==> config.mk <==
export PLATFORM = sky130hd
export DESIGN_NAME = rvsteel_mailbox
export DESIGN_NICKNAME = d
export VERILOG_FILES = /design/src/rtl/rvsteel_mailbox.sv
export SDC_FILE = /design/constraint.sdc
export NUM_CORES = 1
export LEC_CHECK = 0
export ABC_AREA = 1
export CAP_MARGIN = 20
export CORE_ASPECT_RATIO = 1.25
export CORE_UTILIZATION = 55
export CTS_CLUSTER_SIZE = 12
export DETAILED_ROUTE_END_ITERATION = 10
export HOLD_SLACK_MARGIN = 0.08
export PLACE_DENSITY = 0.76
export SLEW_MARGIN = 15
export SYNTH_ARGS = -nofsm -noshare
export SYNTH_HDL_FRONTEND = slang
export SYNTH_SLANG_ARGS = --single-unit
==> constraint.sdc <==
create_clock -name clock -period 3.65 [get_ports clock]
set_input_delay 0.365 -clock clock [delete_from_list [all_inputs] [get_ports clock]]
set_output_delay 0.365 -clock clock [all_outputs]
set_load 0.005 [all_outputs]
==> src/rtl/rvsteel_mailbox.sv <==
// Memory-mapped mailbox: a CPU-to-peer TX FIFO and a peer-to-CPU RX FIFO,
// with status, sticky error flags and a level interrupt.
module rvsteel_mailbox #(
  parameter int unsigned DEPTH = 8
) (
  input  logic        clock,
  input  logic        reset,
  input  logic [31:0] rw_address,
  output logic [31:0] read_data,
  input  logic        read_request,
  output logic        read_response,
  input  logic [31:0] write_data,
  input  logic [3:0]  write_strobe,
  input  logic        write_request,
  output logic        write_response,
  output logic [31:0] tx_data,
  output logic        tx_valid,
  input  logic        tx_ready,
  input  logic [31:0] rx_data,
  input  logic        rx_valid,
  output logic        rx_ready,
  output logic        irq
);

  localparam int unsigned PTR_W = $clog2(DEPTH);
  localparam int unsigned CNT_W = PTR_W + 1;

  localparam logic [1:0] REG_TXDATA = 2'd0;
  localparam logic [1:0] REG_RXDATA = 2'd1;
  localparam logic [1:0] REG_STATUS = 2'd2;
  localparam logic [1:0] REG_IRQ_EN = 2'd3;

  logic [31:0]      tx_mem [DEPTH];
  logic [31:0]      rx_mem [DEPTH];
  logic [PTR_W-1:0] tx_wr_ptr, tx_rd_ptr, rx_wr_ptr, rx_rd_ptr;
  logic [CNT_W-1:0] tx_count, rx_count;
  logic             tx_overflow, rx_underflow;
  logic [1:0]       irq_en;

  logic [1:0]  offset;
  logic        tx_full, tx_empty, rx_full, rx_empty;
  logic        tx_write, tx_push, tx_pop, tx_overflow_set;
  logic        rx_read, rx_push, rx_pop, rx_underflow_set;
  logic        status_write, irq_en_write;
  logic [31:0] write_masked;
  logic [31:0] status_word;
  logic [31:0] read_data_c;
  logic        unused_address_bits;

  assign offset              = rw_address[3:2];
  assign unused_address_bits = ^{rw_address[31:4], rw_address[1:0]};

  // Full/empty come only from the registered counts.
  assign tx_full  = (tx_count == CNT_W'(DEPTH));
  assign tx_empty = (tx_count == '0);
  assign rx_full  = (rx_count == CNT_W'(DEPTH));
  assign rx_empty = (rx_count == '0);

  assign tx_valid = !tx_empty;
  assign tx_data  = tx_mem[tx_rd_ptr];
  assign rx_ready = !rx_full;

  assign write_masked = write_data & {{8{write_strobe[3]}}, {8{write_strobe[2]}},
                                      {8{write_strobe[1]}}, {8{write_strobe[0]}}};

  assign tx_write         = write_request && (offset == REG_TXDATA) && (write_strobe != 4'b0000);
  assign tx_push          = tx_write && !tx_full;
  assign tx_overflow_set  = tx_write && tx_full;
  assign tx_pop           = tx_valid && tx_ready;

  assign rx_read          = read_request && (offset == REG_RXDATA);
  assign rx_pop           = rx_read && !rx_empty;
  assign rx_underflow_set = rx_read && rx_empty;
  assign rx_push          = rx_valid && rx_ready;

  assign status_write = write_request && (offset == REG_STATUS) && write_strobe[0];
  assign irq_en_write = write_request && (offset == REG_IRQ_EN) && write_strobe[0];

  assign status_word = {8'b0, 8'(rx_count), 8'(tx_count), 2'b00,
                        rx_underflow, tx_overflow, rx_empty, rx_full, tx_empty, tx_full};

  always_comb begin
    read_data_c = '0;
    case (offset)
      REG_RXDATA: read_data_c = rx_empty ? 32'h0 : rx_mem[rx_rd_ptr];
      REG_STATUS: read_data_c = status_word;
      REG_IRQ_EN: read_data_c = {30'b0, irq_en};
      default:    read_data_c = '0;
    endcase
  end

  // FIFO storage is intentionally left out of reset.
  always_ff @(posedge clock) begin
    if (tx_push) tx_mem[tx_wr_ptr] <= write_masked;
    if (rx_push) rx_mem[rx_wr_ptr] <= rx_data;
  end

  always_ff @(posedge clock) begin
    if (reset) begin
      tx_wr_ptr      <= '0;
      tx_rd_ptr      <= '0;
      rx_wr_ptr      <= '0;
      rx_rd_ptr      <= '0;
      tx_count       <= '0;
      rx_count       <= '0;
      tx_overflow    <= 1'b0;
      rx_underflow   <= 1'b0;
      irq_en         <= 2'b00;
      read_data      <= '0;
      read_response  <= 1'b0;
      write_response <= 1'b0;
      irq            <= 1'b0;
    end else begin
      if (tx_push) tx_wr_ptr <= tx_wr_ptr + PTR_W'(1);
      if (tx_pop)  tx_rd_ptr <= tx_rd_ptr + PTR_W'(1);
      if (rx_push) rx_wr_ptr <= rx_wr_ptr + PTR_W'(1);
      if (rx_pop)  rx_rd_ptr <= rx_rd_ptr + PTR_W'(1);
      tx_count <= tx_count + CNT_W'(tx_push) - CNT_W'(tx_pop);
      rx_count <= rx_count + CNT_W'(rx_push) - CNT_W'(rx_pop);

      // Sticky flags: a same-cycle set beats a write-1-to-clear.
      tx_overflow  <= tx_overflow_set  || (tx_overflow  && !(status_write && write_data[4]));
      rx_underflow <= rx_underflow_set || (rx_underflow && !(status_write && write_data[5]));

      if (irq_en_write) irq_en <= write_data[1:0];
      if (read_request) read_data <= read_data_c;
      read_response  <= read_request;
      write_response <= write_request;
      irq <= (irq_en[0] && !rx_empty) || (irq_en[1] && tx_empty);
    end
  end

endmodule

## Word-level counts from Yosys, hierarchy flattened

Memory sizes are Yosys's and may differ from the RTL's. A register that Yosys moved wholly into a read port is not among the register bits.
Cells that the tools add are included.

| storage, ports and cells | value |
|---|---|
| input bits | 106 |
| word-level logic and storage cells | 71 |
| memories kept | 2 |
| RAM bits | 512 |
| bits in registers | 59 |

| operators by class | value |
|---|---|
| equal/unequal tests | 5 |
| bitwise gates (word level) | 1 |
| mux-type cells | 10 |
| $add $sub $neg | 8 |
| reductions and logical operators | 32 |

Memory list:

| memory | words | width | read ports | clocked after Yosys merged registers in | write ports | RTL line | RTL |
|---|---|---|---|---|---|---|---|
| rx_mem | 8 | 32 | 1 | 1 | 1 | 34 | `logic [31:0] rx_mem [DEPTH];` |
| tx_mem | 8 | 32 | 1 | 1 | 1 | 33 | `logic [31:0] tx_mem [DEPTH];` |

Operator list:

| kind | count |
|---|---|
| 32-bit case mux with 3 select lines | 1 |
| 32-bit bitwise AND | 1 |
| 32-bit 2-to-1 mux | 1 |
| 1-bit logical AND | 19 |
| 3-bit by 1-bit adder with 3-bit output (second input constant) | 4 |
| 3-bit 2-to-1 mux | 4 |
| 4-bit by 1-bit adder with 4-bit output | 2 |
| 4-bit == test (second input constant) | 2 |
| 4-bit logical NOT | 2 |
| 4-bit by 1-bit subtractor with 4-bit output | 2 |
| 1-bit logical NOT | 6 |
| 2-bit == test (second input constant) | 2 |
| 1-bit 2-to-1 mux | 4 |
| 4-bit nonzero test | 1 |
| 1-bit logical OR | 3 |
| 2-bit by 1-bit == test with 1-bit output (second input constant) | 1 |
| 2-bit logical NOT | 1 |

## Depth between registers and ports, before layout

Gate-level depths: netlist of run 1.

| logic depth | value |
|---|---|
| depth after elaboration | 7 |
| gate-level depth with buffers | 15 |

## Least setup slack after synthesis of run 1

Ideal clock, no wire load.

| timing path | value |
|---|---|
| path type | reg2reg |
| start | register tx_count[2] |
| end | memory tx_mem[0][0] (enable) |
| period minus slack after synthesis | 3.062 ns |
| path slack | 0.588 ns |
| cell stages (with the launch flop) | 8 |
| path buffers | 1 |
| setup time | 0.421 ns |
| arrival time | 2.641 ns |
| required time | 3.229 ns |
| cells stage by stage | dfxtp_1 > inv_1 > ha_1 > nor3b_1 > or2_1 > buf_6 > or2_4 > nor2_1 |

| between the ends | value |
|---|---|
| longest elaborated chain between the ends | 5 |

Ends and longest elaborated chain:

| item | RTL line | RTL |
|---|---|---|
| start, declared | 36 | `logic [CNT_W-1:0] tx_count, rx_count;` |
| start signal, assigned | 118 | `tx_count <= tx_count + CNT_W'(tx_push) - CNT_W'(tx_pop);` |
| 4-bit == test | 54 | `assign tx_full = (tx_count == CNT_W'(DEPTH));` |
| 1-bit logical NOT | 67 | `assign tx_push = tx_write && !tx_full;` |
| 1-bit logical AND | 67 |  |
| 1-bit 2-to-1 mux | 94 | `if (tx_push) tx_mem[tx_wr_ptr] <= write_masked;` |
| 1-bit 2-to-1 mux (implied by the code) | 94 |  |
| end, declared | 33 |  |

Every way passes these cells.

==> impl_metrics.env, run 1 <==
export IMPL_status="completed"
export IMPL_ios=175
export IMPL_overflow=0
export IMPL_final_area_mm2=0.0268
export IMPL_powerDensity_mw_per_mm2=593
export IMPL_root_buffer="clkbuf_16"
export IMPL_hpwl_um=28200
export IMPL_drc_errors=0
export IMPL_synthTopCellsByArea="edfxtp_1 (67%), nor2_1 (6.3%), dfxtp_1 (5.7%), nand2_1 (4.2%), o21ai_0 (3.7%)"
export IMPL_p_switching_w=0.00418
export IMPL_finalCritPeriodShare_pct=92.5
export IMPL_min_period_ns=3.38
export IMPL_portBuffers=144
export IMPL_ff2ff_path_depth=11
export IMPL_grt_antenna_before_repair=3
export IMPL_slew_headroom_pct=46.6
export IMPL_cp_data_required_time_ns=3.28
export IMPL_dr_first_iter_drc_count=1344
export IMPL_yosys_warnings=0
export IMPL_syn_num_nets=2049
export IMPL_avgSynthCellArea_um2=11.9
export IMPL_gp_congestion=0.759
export IMPL_hold_viol_final=0
export IMPL_worst_slew_pin_slew_ns=0.802
export IMPL_ctsHoldBuffers=0
export IMPL_cp_max_fo=69
export IMPL_grt_max_degree=129
export IMPL_start_kind="flop"
export IMPL_pwr_share_comb_pct=18.3
export IMPL_clkPwrFrac_pct=32.9
export IMPL_dieArea_mm2=0.0426
export IMPL_viasPerCell=5.72
export IMPL_hold_class="in -> reg"
export IMPL_layout_commonest_cell="edfxtp_1"
export IMPL_fin_skew_ns=0.0197
export IMPL_clockBufferDepth=3
export IMPL_vias=15100
export IMPL_final_antenna_net_count=0
export IMPL_r2r_start="tx_count[2]"
export IMPL_holdPathStages=3
export IMPL_seqPwrFrac_pct=48.8
export IMPL_ys_ff_latch=577
export IMPL_die_w_um=185
export IMPL_start_util_pct=55.9
export IMPL_cts_sink_count=577
export IMPL_finalPower_w=0.0159
export IMPL_postCtsSetupRepairBufs=0
export IMPL_syn_inst=1925
export IMPL_drt_wirelength_per_cell_um=19.4
export IMPL_num_rows=83
export IMPL_swShare_pct=26.3
export IMPL_tritoncts="yes"
export IMPL_power_internal_w=0.0117
export IMPL_synth_edf_count=512
export IMPL_yosysUniqueCellTypes=33
export IMPL_first_pass_iters=5
export IMPL_htreeDepth=2
export IMPL_fin_setup_tns_ns=0
export IMPL_post_dp_cell_area_mm2=0.0252
export IMPL_maxSlewViolCount=0
export IMPL_cts_resized=0
export IMPL_max_freq_mhz=296
export IMPL_drive_gt1_share_pct=6.06
export IMPL_numCtsBuffers=55
export IMPL_grt_pass1_vias=14900
export IMPL_total_leakage_power_nw=9.37
export IMPL_max_cap_violations=0
export IMPL_yosys_area_top_type="edfxtp_1"
export IMPL_async_flop_share_pct=0
export IMPL_final_nets=2172
export IMPL_arrival_ns=3.01
export IMPL_yosysSeqAreaShare_pct=72.5
export IMPL_die_y_um=231
export IMPL_synth_top_area_share_pct=66.8
export IMPL_clk_latency_ns=0.58
export IMPL_core_area_mm2=0.0411
export IMPL_ir_drop_uv=520
export IMPL_setup_viol=0
export IMPL_synth_ff_type="edfxtp_1"
export IMPL_worst_hold_startpoint="reset"
export IMPL_track_usage_pct=24.2
export IMPL_syn_cell_area_mm2=0.0230
export IMPL_worst_setup_path_type="reg -> out"
export IMPL_r2r_end="tx_count[2]"
export IMPL_end_kind="primary output"
export IMPL_r2r_slack_ns=1.15
export IMPL_holdPathEnd="rx_count[1]"
export IMPL_clkTransAtPathRegs_ns=0.06
export IMPL_syn2layout_area_growth_pct=16.5
export IMPL_rsz0062_at_grt="no"
export IMPL_final_cell_mix="edfxtp_1 (512), nor2_1 (370), nand2_1 (257)"
export IMPL_grt_pass1_wl_um=78800
export IMPL_drt_total_wl_um=51400
Yosys cell counts, types with 2 or more instances:
| library cell | instances |
|---|---|
| fa_1 | 2 |
| buf_1 | 5 |
| edfxtp_1 | 512 |
| buf_4 | 13 |
| buf_2 | 30 |
| clkbuf_1 | 62 |
| nand3_1 | 71 |
| o21ai_1 | 22 |
| o21ai_0 | 172 |
| ha_1 | 16 |
| nand2_1 | 257 |
| o211ai_1 | 52 |
| nor3_1 | 3 |
| clkbuf_2 | 2 |
| nor2_1 | 386 |
| xor2_1 | 2 |
| inv_1 | 119 |
| nand4_1 | 4 |
| a21oi_1 | 49 |
| dfxtp_1 | 65 |
| o32ai_1 | 64 |
| buf_6 | 4 |
| inv_2 | 3 |
final cells by class:
type | count | area [um2]
clock inverters | 3 | 37.5
multi-input cells | 1109 | 5430
flip-flops and latches | 577 | 16700
diodes | 1 | 2.50
inverters | 123 | 464
repair buffers | 182 | 1880
well taps | 552 | 691
clock buffers | 100 | 1600
fillers | 2949 | 14300
per-layer routing:
metal	vias up	track usage, %	wire, um
li1	7017	-	-
met1	7334	29.7	19600
met2	664	42.1	26300
met3	113	4.39	4130
met4	4	9.53	1410
met5	-	0	24
critical path, cell delays in order (launching register included):
cell and delay (ns):
dfxtp_4 0.84, buf_4 0.45, nor2_1 0.10, o32ai_1 0.30, nand2_1 0.08, nand2_1 0.14, clkdlybuf4s50_1 0.51
stage by stage:
step	std cells	hold WS (ns)	setup WS, ns	utilization, %
floorplan	1925	0.433	0.588	-
global placement	2543	0.446	0.718	61.2
detailed placement	2543	0.459	0.714	61.2
CTS	2646	0.369	0.274	65.1
global route	2647	0.407	0.0612	65.2
finish	2647	0.407	0.274	65.2
logic make-up (layout without fill, tap and decap cells):
| group | Yosys count | after routing | synth area share [%] |
|---|---|---|---|
| buf+inv | 239 | 408 | 4.42 |
| fa+ha+maj | 18 | 18 | 1.04 |
| simple gates | 727 | 727 | 12.4 |
| compound gates | 361 | 361 | 9.49 |
| xor+xnor | 3 | 3 | 0.114 |
| other cells | 0 | 1 | 0 |
| flops | 577 | 577 | 72.5 |
flip-flops by register name, summed over array words and instances (netlist names), 4 cells and up, named ones only:
name / cells
tx_mem: 256
rx_count: 4
rx_mem: 256
read_data: 32
tx_count: 4
power by group through the flow:
stage	logic [W]	clock network (W)	registers (W)
2_1_floorplan	0.00188	0	0.00772
5_1_grt	0.00324	0.00556	0.00778
3_5_place_dp	0.00289	0	0.00788
3_3_place_gp	0.00278	0	0.00786
6_report	0.00290	0.00522	0.00775
4_1_cts	0.00291	0.00531	0.00775
how the worst max path moves through the flow:
stage	start	end	slack [ns]	depth (start not counted)
after detailed placement	write_strobe[1]	tx_count[2]	0.71	12
after global placement	write_strobe[2]	tx_count[2]	0.72	11
final	flop	tx_data[0]	0.27	6
after CTS	flop	tx_data[0]	0.27	6
after global routing	flop	tx_data[31]	0.06	6
after floorplan	tx_count[2]	tx_mem[0][0]	0.59	7
No activity file was read; power rests on OpenSTA's default activity.
==> run 2, diff against run 1 <==
--- a/config.mk
+++ b/config.mk
@@ -9,6 +9,7 @@
 export CAP_MARGIN = 20
 export CORE_ASPECT_RATIO = 1.25
 export CORE_UTILIZATION = 55
+export CTS_CLUSTER_DIAMETER = 200
 export CTS_CLUSTER_SIZE = 12
 export DETAILED_ROUTE_END_ITERATION = 10
 export HOLD_SLACK_MARGIN = 0.08
==> impl_metrics.env, run 2 (synthesis gave the netlist of run 1 again) <==
export IMPL_root_buffer="clkbuf_16"
export IMPL_final_cell_mix="edfxtp_1 (512), nor2_1 (370), nand2_1 (257)"
export IMPL_min_period_ns=3.37
export IMPL_setup_viol=0
export IMPL_finalCritPeriodShare_pct=92.5
export IMPL_rsz0062_at_grt="no"
export IMPL_layout_commonest_cell="edfxtp_1"
export IMPL_clkPwrFrac_pct=32.6
export IMPL_multi_input_area_mm2=0.00543
export IMPL_seq_area_mm2=0.0167
export IMPL_max_cap_violations=0
export IMPL_dieArea_mm2=0.0426
export IMPL_overflow=0
export IMPL_power_internal_w=0.0116
export IMPL_ir_drop_uv=484
export IMPL_slew_headroom_pct=47.3
export IMPL_grt_antenna_before_repair=2
export IMPL_drc_errors=0
export IMPL_status="completed"
export IMPL_top_regs="rx_mem x256, tx_mem x256, read_data x32"
export IMPL_drt_wirelength_per_cell_um=19.3
export IMPL_ios=175
export IMPL_cp_max_fo=69
export IMPL_postCtsSetupRepairBufs=0
export IMPL_max_freq_mhz=296
export IMPL_portBuffers=144
export IMPL_powerDensity_mw_per_mm2=590
export IMPL_drt_total_wl_um=51000
export IMPL_viasPerCell=5.64
export IMPL_gp_congestion=0.759
export IMPL_htreeDepth=2
export IMPL_end_kind="primary output"
export IMPL_fillerInstances=2989
export IMPL_clockBufferDepth=3
export IMPL_pwr_share_comb_pct=18.4
export IMPL_die_y_um=231
export IMPL_grt_pass1_wl_um=78600
export IMPL_final_antenna_net_count=0
export IMPL_cp_data_required_time_ns=3.28
export IMPL_worst_setup_path_type="reg -> out"
export IMPL_start_util_pct=55.9
export IMPL_total_leakage_power_nw=9.35
export IMPL_worst_slew_pin_slew_ns=0.791
export IMPL_final_nets=2171
export IMPL_vias=14900
export IMPL_first_pass_iters=5
export IMPL_maxSlewViolCount=0
export IMPL_seqPwrFrac_pct=49.1
export IMPL_swShare_pct=26.5
export IMPL_numCtsBuffers=54
export IMPL_num_rows=83
export IMPL_hold_viol_final=0
export IMPL_start_kind="flop"
export IMPL_dr_first_iter_drc_count=1275
export IMPL_clkTransAtPathRegs_ns=0.06
export IMPL_cts_resized=0
export IMPL_cts_sink_count=577
export IMPL_track_usage_pct=24.1
export IMPL_hpwl_um=28200
export IMPL_fin_skew_ns=0.0137
export IMPL_die_w_um=185
export IMPL_fin_setup_tns_ns=0
export IMPL_drive_gt1_share_pct=6.02
export IMPL_hold_class="in -> reg"
export IMPL_grt_pass1_vias=14800
export IMPL_grt_max_degree=129
export IMPL_arrival_ns=3.01
export IMPL_ctsHoldBuffers=0
export IMPL_tritoncts="yes"
export IMPL_syn2layout_area_growth_pct=16.4
export IMPL_hold_worst_slack_ns=0.408
export IMPL_clk_latency_ns=0.58
export IMPL_p_switching_w=0.00418
export IMPL_core_area_mm2=0.0411
## run 2: final timing paths
path | startpoint | end | slack, ns | cells after the start
worst max-delay path | flop | tx_data[0] | 0.28 | 6
worst min-delay path | reset | rx_count[1] | 0.41 | 3
worst max register to register | tx_count[2] | tx_count[2] | 1.15 | 11
worst min register to register | read_data[3] | read_data[3] | 0.47 | 2
## run 2: final cells by class
class	instances	share of cell area [%]
clock inverter	1	0.0421
multi-input combinational	1109	20.3
tap	552	2.58
inverter	123	1.73
sequential	577	62.4
timing repair buffer	182	7.04
antenna	1	0.00935
clock buffer	101	5.95
## run 2: critical path: stages (launching register included)
cell	delay [ns]
dfxtp_4	0.84
buf_4	0.46
nor2_1	0.09
o32ai_1	0.29
nand2_1	0.08
nand2_1	0.13
clkdlybuf4s50_1	0.51
## run 2: power groups by stage
stage          logic [W]  registers (W)  clock network, W
4_1_cts          0.00291        0.00774           0.00524
3_5_place_dp     0.00289        0.00788                 0
2_1_floorplan    0.00188        0.00772                 0
5_1_grt          0.00324        0.00778           0.00549
3_3_place_gp     0.00278        0.00786                 0
6_report         0.00290        0.00775           0.00515
## run 2: stage by stage
| step | setup WS [ns] | std cells | util, % | area, um2 | power (W) |
|---|---|---|---|---|---|
| 4_1_cts | 0.280 | 2645 | 65.1 | 26800 | 0.0159 |
| 3_3_place_gp | 0.718 | 2543 | 61.2 | 25200 | 0.0106 |
| 3_5_place_dp | 0.714 | 2543 | 61.2 | 25200 | 0.0108 |
| 2_1_floorplan | 0.588 | 1925 | - | 23000 | 0.00960 |
| 6_report | 0.275 | 2646 | 65.1 | 26800 | 0.0158 |
| 5_1_grt | 0.0622 | 2646 | 65.1 | 26800 | 0.0165 |
## run 2: per-layer routing
layer / vias to the layer above / share of wire (%) / GRT usage (%)
met2: 571 / 51 / 42.1
met1: 7217 / 39 / 30.1
met3: 109 / 7.5 / 4.01
met5: - / 0.022 / 0
met4: 2 / 2.7 / 8.83
li1: 7030 / - / -
==> patch 1: new RTL, config.mk and constraints of run 1 <==
Compare `rx_count` against `CNT_W'(DEPTH)` with >= in place of ==.
--- a/src/rtl/rvsteel_mailbox.sv
+++ b/src/rtl/rvsteel_mailbox.sv
@@ -53,7 +53,7 @@
   // Full/empty come only from the registered counts.
   assign tx_full  = (tx_count == CNT_W'(DEPTH));
   assign tx_empty = (tx_count == '0);
-  assign rx_full  = (rx_count == CNT_W'(DEPTH));
+  assign rx_full  = (rx_count >= CNT_W'(DEPTH));
   assign rx_empty = (rx_count == '0);
 
   assign tx_valid = !tx_empty;
Behaviour: same outputs for any inputs over 4 cycles, from zero or initial values and one cycle with reset high; that may be too few to reach the edited logic, so the function may still have changed.
==> patch 1 against run 1 <==
  * Critical path depth rose by 1
  * Design area rose by 0.40%
  * Total power rose by 2.0%
  * Clock power rose by 2%
  * Synthesized cell count rose by 0.26%
  * Sequential cell count did not move
  * Worst setup slack improved by 35 ps
  * Global-route usage fell by 0.18 points
  * Wire length fell by 0.32%
  * Synthesized area barely moved
  * Largest power group unchanged
==> patch 1: results (changes against run 1) <==
first-pass GRT wire length=77900 um (-1.3%); biggest registers after layout=rx_mem: 256 flops, tx_mem: 256 flops, read_data: 32 flops; dpl hpwl=29300 um (+3.7%); post-route ant nets=0 (unchanged); initial antenna violation count=4 (+1); Inst Count DP=2556 (+0.51%); Synth Flop Type=edfxtp_1; Post-synth EDFFs=512 (unchanged); share of cells above drive strength 1=0.0678 (+0.00712); Critical-path top delay cell=clkinv_2; Slew @ Worst Pin=761 ps (-40.3 ps); status=finished clean; clock root buffer=clkbuf_16; total CTS buffers=56 (+1.8%); Sw Share=0.268 (+0.00496); sequential-to-total area share from yosys stat=0.725 (about the same); Cell Area, Placed=25200 um2 (+0.20%); Setup WS pre-CTS=697 ps (-16.6 ps); Yosys Warn Count=0 (unchanged); Site Rows=83 (unchanged); Leak=9.46 nW (+1.0%); final RePlAce weighted congestion=0.760 (+0.18%); CP arrival=2980 ps (-30 ps); H-tree Lvls=2 (unchanged); Netlist cell types=30 (-9.1%); crit-path max FO=38 (-45%); final wirelength=51300 um (-0.32%); most frequent cells after synthesis=edfxtp_1, nor2_1, nand2_1; GRT Total Usage=0.240 (-0.00183); CP max stage delay=550 ps (-290 ps); largest cells by area after synthesis=edfxtp_1, nor2_1, dfxtp_1; number of buffers inserted by port buffering=144 (unchanged); worst clock skew=17.4 ps (-2.35 ps); Iter 0 DRT Violations=1337 (-0.52%); Clock Path Buffers=3 (unchanged); Worst-path clk slew=60 ps (about the same); synthesized net count=2054 (+0.24%); fin cells=2666 (+0.72%); Worst-Skew Late Latency=580 ps (about the same); DR pass1 iterations=5 (unchanged); post-CTS resize count=0 (unchanged); asr flop ratio synth=0 (unchanged); cells after synthesis=1930 (+0.26%); nets@finish=2186 (+0.64%); largest net degree at the start of global routing=117 (-9.3%); Vias/cell=5.63 (-1.5%); Hold/Removal Path Class=input pin to register; Top delay family on crit path=buffers and inverters; Max IR drop VDD=437 uV (-16%); number of global-route vias before repair=14857 (-0.020%)
## patch 1: cell types whose count changed in the layout (fill, tap and decap cells not counted), moves of 4 or more
cell	delta
nand2_1	+15
buf_4	+8
nand3_1	+6
o21ai_0	-10
nor2_1	-8
clkbuf_1	-4
## patch 1: worst register-to-register path, stage by stage (launching register included)
cell and delay [ps]:
dfxtp_1 330, inv_1 80, ha_1 210, a31oi_2 290
nand2_1 220, nor2_1 140, inv_1 180, nor2_4 600
buf_12 260
## patch 1: power by group through the flow
stage,combinational [mW],sequential [mW],clock [mW]
finish,3.11,7.76,5.32
global route,3.46,7.79,5.64
CTS,3.12,7.76,5.38
detailed placement,3.09,7.90,0
global placement,2.97,7.87,0
floorplan,1.96,7.77,0
## patch 1: worst paths after layout
path	start	to	slack, ps	cells past startpoint
setup / recovery	register	tx_data[5]	310	7
hold reg to reg	read_data[21]$_SDFFE_PP0P_	read_data[21]$_SDFFE_PP0P_	460	2
hold / removal	reset	rx_count[1]$_SDFF_PP0_	390	3
setup reg to reg	rx_count[2]$_SDFF_PP0_	rx_mem[3][21]$_DFFE_PP_	1020	8
## patch 1: layout make-up
cell class | count | area [um2]
antenna | 4 | 10.0
clock buffer | 98 | 1610
clock inverter | 8 | 73.8
fill | 2921 | 14200
inverter | 125 | 472
multi-input combinational | 1113 | 5430
sequential | 577 | 16700
tap | 552 | 691
timing repair buffer | 189 | 1920
## patch 1: per-stage QoR
stage / utilization / setup TNS (ps) / hold slack [ps]
2_1_floorplan: - / -966 / 433
4_1_cts: 0.654 / 0 / 364
5_1_grt: 0.654 / 0 / 392
3_5_place_dp: 0.613 / 0 / 455
3_3_place_gp: 0.613 / 0 / 444
6_report: 0.654 / 0 / 387
## patch 1: logic make-up (layout without fill, tap and decap cells)
logic type / Yosys count / count (layout) / synth area share
and+or+nand+nor: 739 / 739 / 0.127
DFF: 577 / 577 / 0.725
AOI/OAI and AO/OA: 353 / 353 / 0.0931
buffers and inverters: 240 / 420 / 0.0439
adders and majority gates: 18 / 18 / 0.0104
xor gates and xnor gates: 3 / 3 / 0.00114
other: 0 / 4 / 0
## patch 1: metal layers
layer | global-route usage | up-vias | routed length, um | share of wire
met1 | 0.286 | 7240 | 19700 | 0.38
met5 | 0 | - | 24 | 0.00047
met2 | 0.426 | 602 | 25900 | 0.51
met4 | 0.0868 | 4 | 1440 | 0.028
met3 | 0.0508 | 113 | 4190 | 0.082
li1 | - | 7055 | - | -
==> patch 2: new RTL, config.mk and constraints of run 1 <==
Made on the original files. Set the parameter `DEPTH` to 16 (it was 8).
--- a/src/rtl/rvsteel_mailbox.sv
+++ b/src/rtl/rvsteel_mailbox.sv
@@ -1,7 +1,7 @@
 // Memory-mapped mailbox: a CPU-to-peer TX FIFO and a peer-to-CPU RX FIFO,
 // with status, sticky error flags and a level interrupt.
 module rvsteel_mailbox #(
-  parameter int unsigned DEPTH = 8
+  parameter int unsigned DEPTH = 16
 ) (
   input  logic        clock,
   input  logic        reset,
Check against the original RTL: same outputs for any inputs over 4 cycles, from zero or initial values and one cycle with reset high; that may be too few to reach the edited logic, so the function may still have changed.
==> patch 2 against run 1 <==
  * Synthesized area grew 94%
  * Synthesized cell count grew 88%
  * Sequential share of layout area grew 1.1 points
  * Critical path depth stayed put
  * Utilization decreased by 1.8 points
  * Total power rose by 83%
  * Worst setup slack improved by 1.4 ps
  * First-iteration DRC count rose by 130%
  * Worst hold slack lost 47 ps
  * Wire length is 110% higher
  * Clock power increased by 92%
  * Highest routed layer unchanged
  * Sequential cell count is 520 higher
  * Design area up 90%
==> patch 2: results (changes against run 1) <==
status=finished clean; largest cells by area after synthesis=edfxtp_1, nand2_1, dfxtp_1; crit-path max FO=49 (-29%); worst clock skew=39.9 ps (+20.1 ps); wire length per cell=21.7 um (+12%); synthesized net count=3748 (+83%); inverters=374 (+200%); Leak=18.1 nW (+93%); Inst Count DP=4684 (+84%); final RePlAce weighted congestion=0.855 (+13%); clock-net power=10.0 mW (+92%); WL met1=39600 um (+100%); Iter 0 DRT Violations=3059 (+130%); Avg Inst Size Synth=12.4 um2 (+3.4%); nets@finish=3858 (+78%); Cell Area, Placed=47700 um2 (+90%); Comb group=4.74 mW (+63%); fill cell total of the finished layout=5743 (+95%); met1 Usage GRT=0.318 (+0.0217); clk tree area frac=0.0611 (+0.000107); Multi-In Gates=1937 (+75%); dpl hpwl=55800 um (+98%); share of cells above drive strength 1=0.0665 (+0.00582); first-pass GRT wire length=160000 um (+100%); H-tree Lvls=3 (+1); Seq. pwr=14.3 mW (+85%); Vias/cell=5.77 (+0.88%); biggest registers after layout=rx_mem: 512 flops, tx_mem: 512 flops, read_data: 32 flops; met3 global-route usage=0.0444 (+0.000510); sequential-to-total area share from yosys stat=0.720 (-0.00493); n_diodes=3 (+2); grt met2 use=0.442 (+0.0206); met3 routed wirelength=8870 um (+110%); area of the multi-input gates=10300 um2 (+90%); Worst-path clk slew=60 ps (about the same); buffer share of cell area=0.0482 (-0.0221); Post-synth EDFFs=1024 (+100%); Hold/Removal Path Class=input pin to register; total CTS buffers=106 (+93%); final wirelength=106000 um (+110%); Clock buffer cells=169 (+69%); CP max stage delay=640 ps (-200 ps); largest net degree at the start of global routing=149 (+16%); Netlist cell types=31 (-6.1%); most frequent cells after synthesis=edfxtp_1, nand2_1, inv_1; number of global-route vias before repair=27829 (+87%); Slew @ Worst Pin=1110 ps (+312 ps); Non-clock buffers=214 (+18%); GRT Total Usage=0.256 (+0.0146); WL met2=53600 um (+100%); multi-input combinational area share=0.202 (about the same); register area=32200 um2 (+93%); DR pass1 iterations=6 (+1)
==> patch 2: cell count changes after synthesis, sizes merged, moves of 128 or more <==
cell           run 1  this run
nor2             388       259
mux2i              0       128
inv              122       373
nand3             71       266
a21oi             50       184
edfxtp           512      1024
o211ai            52       192
nand2            257       560
==> patch 2: logic make-up after synthesis <==
kind of cell    share of synthesized area
mux                                0.0286
simple gates                        0.100
flops                               0.720
xor+xnor                         0.000588
compound gates                     0.0890
fa+ha+maj                         0.00649
buf+inv                            0.0552
==> patch 2: path summary, 6_finish.rpt <==
kind | depth (start not counted) | slack [ps] | endpoint
worst max-delay path | 6 | 280 | tx_data[11]
worst min register to register | 2 | 460 | read_data[25]$_SDFFE_PP0P_
worst min-delay path | 4 | 360 | rx_count[4]$_SDFF_PP0_
worst max register to register | 8 | 930 | rx_mem[8][24]$_DFFE_PP_
